**config.mk**
```make
export PLATFORM = sky130hd
export DESIGN_NAME = ad9467_adc_capture
export DESIGN_NICKNAME = d
export VERILOG_FILES = /design/src/rtl/ad9467_adc_capture.sv
export SDC_FILE = /design/constraint.sdc
export NUM_CORES = 1
export LEC_CHECK = 0
export BUFFER_PORTS_ARGS = -buffer_cell sky130_fd_sc_hd__clkbuf_2
export CAP_MARGIN = 20
export CORE_ASPECT_RATIO = 1.1
export CORE_MARGIN = 1.5
export CORE_UTILIZATION = 55
export DETAILED_ROUTE_END_ITERATION = 8
export HOLD_SLACK_MARGIN = 0.03
export PLACE_DENSITY = 0.72
export SETUP_SLACK_MARGIN = 0.2
export SYNTH_ARGS = -nofsm -noshare
export SYNTH_HDL_FRONTEND = slang
export SYNTH_SLANG_ARGS = --single-unit
```
**constraint.sdc**
```tcl
create_clock -name adc_clk -period 10 [get_ports adc_clk]
set_input_delay 2 -clock adc_clk [delete_from_list [all_inputs] [get_ports adc_clk]]
set_output_delay 2 -clock adc_clk [all_outputs]
set_load 0.05 [all_outputs]
```
**src/rtl/ad9467_adc_capture.sv**
```systemverilog
// Packs pairs of 16-bit ADC samples into 32-bit words for a length-bounded capture,
// buffering them in a first-word-fall-through FIFO with sticky overflow reporting.
module ad9467_adc_capture #(
    parameter int FIFO_AW = 4
) (
    input  logic        adc_clk,
    input  logic        adc_rst,
    input  logic        adc_valid,
    input  logic        adc_enable,
    input  logic [15:0] adc_data,
    output logic        adc_dovf,
    input  logic        ovf_clear,
    input  logic        capture_start,
    input  logic [15:0] capture_len,
    output logic        capture_busy,
    output logic        capture_done,
    output logic        m_valid,
    input  logic        m_ready,
    output logic [31:0] m_data,
    output logic        m_last,
    output logic [1:0]  dbg_state
);

    // m_valid/m_ready: a word transfers on every edge where both are high;
    // while m_valid=1 and m_ready=0 the presented word and m_last hold steady.

    typedef enum logic [1:0] {
        ST_IDLE    = 2'd0,
        ST_CAPTURE = 2'd1,
        ST_DRAIN   = 2'd2
    } state_t;

    localparam int DEPTH = 1 << FIFO_AW;
    localparam logic [FIFO_AW:0] PTR_ONE = 1;

    state_t             state_q, state_d;
    logic [FIFO_AW:0]   wr_ptr_q, wr_ptr_d;
    logic [FIFO_AW:0]   rd_ptr_q, rd_ptr_d;
    logic               phase_q, phase_d;
    logic [15:0]        low_q, low_d;
    logic [15:0]        cnt_q, cnt_d;
    logic               dovf_q, dovf_d;
    logic               done_q, done_d;
    logic [32:0]        mem_q [DEPTH];

    logic               fifo_empty, fifo_full, fifo_one;
    logic [FIFO_AW:0]   fill;
    logic               start_ok, pop, accept, wr_req, wr_en, ovf, wr_last;
    logic [32:0]        rd_word;

    always_comb begin
        fill       = wr_ptr_q - rd_ptr_q;
        fifo_empty = (wr_ptr_q == rd_ptr_q);
        fifo_full  = (wr_ptr_q[FIFO_AW] != rd_ptr_q[FIFO_AW]) &&
                     (wr_ptr_q[FIFO_AW-1:0] == rd_ptr_q[FIFO_AW-1:0]);
        fifo_one   = (fill == PTR_ONE);
        start_ok   = capture_start && (capture_len != 16'd0);
        pop        = !fifo_empty && m_ready;
        accept     = (state_q == ST_CAPTURE) && adc_valid && adc_enable;
        wr_req     = accept && phase_q;
        // A full FIFO still takes the word when a pop frees a slot on the same edge.
        wr_en      = wr_req && (!fifo_full || pop);
        ovf        = wr_req && fifo_full && !pop;
        wr_last    = (cnt_q == 16'd1);
        rd_word    = mem_q[rd_ptr_q[FIFO_AW-1:0]];
    end

    always_ff @(posedge adc_clk or posedge adc_rst) begin
        if (adc_rst) begin
            state_q  <= ST_IDLE;
            wr_ptr_q <= '0;
            rd_ptr_q <= '0;
            phase_q  <= 1'b0;
            low_q    <= 16'd0;
            cnt_q    <= 16'd0;
            dovf_q   <= 1'b0;
            done_q   <= 1'b0;
        end else begin
            state_q  <= state_d;
            wr_ptr_q <= wr_ptr_d;
            rd_ptr_q <= rd_ptr_d;
            phase_q  <= phase_d;
            low_q    <= low_d;
            cnt_q    <= cnt_d;
            dovf_q   <= dovf_d;
            done_q   <= done_d;
        end
    end

    always_ff @(posedge adc_clk) begin
        if (wr_en) begin
            mem_q[wr_ptr_q[FIFO_AW-1:0]] <= {wr_last, adc_data, low_q};
        end
    end

    always_comb begin
        state_d = state_q;
        case (state_q)
            ST_IDLE:    if (start_ok) state_d = ST_CAPTURE;
            ST_CAPTURE: if (ovf || (wr_en && wr_last)) state_d = ST_DRAIN;
            ST_DRAIN:   if (fifo_empty || (fifo_one && pop)) state_d = ST_IDLE;
            default:    state_d = ST_IDLE;
        endcase
    end

    always_comb begin
        wr_ptr_d = wr_en ? wr_ptr_q + PTR_ONE : wr_ptr_q;
        rd_ptr_d = pop ? rd_ptr_q + PTR_ONE : rd_ptr_q;
        phase_d  = phase_q;
        low_d    = low_q;
        cnt_d    = cnt_q;
        if ((state_q == ST_IDLE) && start_ok) begin
            cnt_d   = capture_len;
            phase_d = 1'b0;
        end
        if (accept && !phase_q) begin
            low_d   = adc_data;
            phase_d = 1'b1;
        end
        if (wr_en) begin
            phase_d = 1'b0;
            if (cnt_q != 16'd0) cnt_d = cnt_q - 16'd1;
        end
        // An overflow aborts the capture and drops the half-built word.
        if (ovf) phase_d = 1'b0;
        dovf_d = ovf ? 1'b1 : (ovf_clear ? 1'b0 : dovf_q);
        done_d = (state_q == ST_DRAIN) && (state_d == ST_IDLE);
    end

    always_comb begin
        capture_busy = (state_q != ST_IDLE);
        capture_done = done_q;
        adc_dovf     = dovf_q;
        m_valid      = !fifo_empty;
        m_data       = m_valid ? rd_word[31:0] : 32'd0;
        m_last       = m_valid ? rd_word[32] : 1'b0;
        dbg_state    = state_q;
    end

endmodule
```
==> out/metrics.yaml <==
status: "complete, no violations"
syn_to_final_growth_pct: 13.1
fin_util_pct: 63.5
fin_ws_ps: 3740
root_buffer: "clkbuf_16"
power.net_switching_mw: 2.58
netlist_instances: 1048
die_area_um2: 42500
cp_top_family: "buffers and inverters"
crit_slowest_cell: "dfrtp_4"
syn_avg_cell_area_um2: 21.7
yosys_warnings: 0
die_y_um: 216
portBuffers: 77
met1_usage_pct: 33.5
min_period_ps: 6260
relSlewSlack_pct: 38.2
core-area_um2: 40500
crit_path_max_incr_delay_ps: 880
rsz0062_at_grt: "no"
timing.hold.ws_ps: 493
path_max_fanout: 51
yosys-top-cells-area: "edfxtp_1 (70%), mux4_2 (16%), dfrtp_1 (5.2%)"
drive_gt1_share_pct: 33.1
layout_common_cells: "edfxtp_1 (528), mux4_2 (165), clkbuf_2 (77), clkbuf_16 (58), dfrtp_1 (44)"
crit_chain: "buf_4 -> buf_4 -> mux4_2 -> mux4_2 -> and2_1 -> clkbuf_2"
finalSetupViolCount: 0
clk_latency_ps: 610
grt_pass1_wl_um: 72100
cts_resized: 0
setup-tns-final_ps: 0
crit_type: "flip-flop to output port"
hold_viol_final: 0
cp.required_ps: 8000
cp-end-kind: "output port"
dr.pass1.iters: 7
startpoint_type: "flip-flop"
drt_iter0_drc: 1046
p_seq_share_pct: 42.0
routed_via_density: 6.37
synth_edf_count: 528
synth_cell_type_count: 53
cts_buffers: 55
vias: 10915
rows: 77
vdd_ir_drop_max_mv: 0.270
min_period_over_period_pct: 62.6
cts.path.max_buffers: 3
cts_max_level: 2
maxCapViolations: 0
synth_top_area_share_pct: 69.8
grt_util_met3_pct: 4.25
cts_hold_buf: 0
leakagePower_nw: 8.31
crit_arrival_ps: 4260
path_clk_slew_ps: 60
synth_seq_cells: 575
wire_per_inst_um: 28.3
io_pins: 78
layout.nets: 1209
grt_overflow_total: 0
drcViolationCount: 0
grt_pass1_vias: 11251
report.final.slew_viol_count: 0
hpwl_um: 24700
seq_area_frac_synth_pct: 75.0
grt_most_used_layer: "met2"
cts_setup_buffers: 0
cts_sinks: 575
grt_use_total_pct: 23.6
grt.met2_usage_pct: 38.7
syn-cell-area_um2: 22700
place.gp.congestion: 0.802
post-place-ws_ps: 4340
worst-path-buf-inv: 3
fmax_mhz: 160
antenna_found_initial: 0
ant_nets: 0
final_common_cell: "edfxtp_1"
clockPowerShare_pct: 27.4
p_int_mw: 5.17
die_x_um: 197
comb_power_share_pct: 30.6
syn-num-nets: 1100
n_fill_cell: 2709
tightest_slew_ps: 927
grt_max_degree: 92
p_sw_share_pct: 33.3
min_path_type: "flip-flop to flip-flop"
fin_cells: 1714
finalClockSkew_ps: 21.4
synth.largest_area_cell: "edfxtp_1"
dp.cells: 1611
async_flop_share_pct: 8.17
synth-main-ff-cell: "edfxtp_1"
power_density_nw_per_um2: 301
cts_tree: "done"
start_util_pct: 56.1
postRouteWirelength_um: 48500
logic make-up (layout without fill, tap and decap cells):
kind of cell	count (synthesis)	count (layout)	synth area share, %
buf+inv	66	218	1.43
mux	182	182	17.2
flops	575	575	75.0
fa+ha+maj	13	13	0.749
xor+xnor	10	10	0.386
simple gates	145	145	3.51
compound gates	57	57	1.74
other cells	0	1	0
power groups by stage:
stage	registers (mW)	clock network (mW)	logic, mW
floorplan	3.12	0	1.96
global placement	3.29	0	2.36
detailed placement	3.31	0	2.38
CTS	3.26	2.16	2.40
global route	3.30	2.24	2.51
finish	3.26	2.12	2.37
layer usage:
metal | part of all wire, % | up-vias
met3 | 6.9 | 83
met1 | 40 | 5793
li1 | - | 4598
met4 | 2.2 | 0
met2 | 51 | 441
met5 | 0 | -
final timing paths:
path | from | end | slack (ps) | cells past startpoint
setup / recovery | rd_ptr_q[1] | m_last | 3740 | 6
hold / removal | wr_ptr_q[4] | wr_ptr_q[4] | 490 | 1
setup reg to reg | rd_ptr_q[0] | mem_q[15][1] | 5790 | 6
hold reg to reg | wr_ptr_q[4] | wr_ptr_q[4] | 490 | 1
max in group asynchronous | adc_rst | rd_ptr_q[1] | 8210 | 3
min in group asynchronous | adc_rst | cnt_q[14] | 1300 | 2
per-stage QoR:
step | area (µm²) | total power [mW]
3_3_place_gp | 23800 | 5.66
6_report | 25700 | 7.75
2_1_floorplan | 22700 | 5.08
3_5_place_dp | 23800 | 5.70
4_1_cts | 25700 | 7.82
5_1_grt | 25700 | 8.05
layout make-up:
type                       count  area [µm²]  share of cell area, %
tap                          513         642                   2.50
clock inverter                30         332                   1.29
multi-input combinational    407        5470                   21.3
sequential                   575       17000                   66.3
timing repair buffer         103         618                   2.41
clock buffer                  70        1540                   5.98
antenna                        1        2.50                0.00974
inverter                      15        56.3                  0.219
synthesized netlist by cell type, drive strengths merged, types with 2 or more instances:
cell type / count
a211oi: 4
a21boi: 2
a21oi: 13
a22oi: 2
and2: 37
and3: 2
and4: 3
buf: 34
clkbuf: 17
dfrtp: 47
edfxtp: 528
ha: 12
inv: 15
mux2: 16
mux4: 165
nand2: 23
nand2b: 5
nand3: 7
nand4: 11
nor2: 24
nor2b: 4
nor3: 10
nor3b: 3
nor4: 8
o21a: 4
o21ai: 14
o221a: 4
o22ai: 4
o32a: 2
or3: 3
xnor2: 7
xor2: 3
flip-flops by register name, indices dropped and copies added (netlist names):
signal / flops
adc_dovf: 1
cnt_q: 16
phase_q: 1
low_q: 16
rd_ptr_q: 5
wr_ptr_q: 5
capture_done: 1
mem_q: 528
dbg_state: 2
Note: power is estimated with default switching activity, not from simulation.
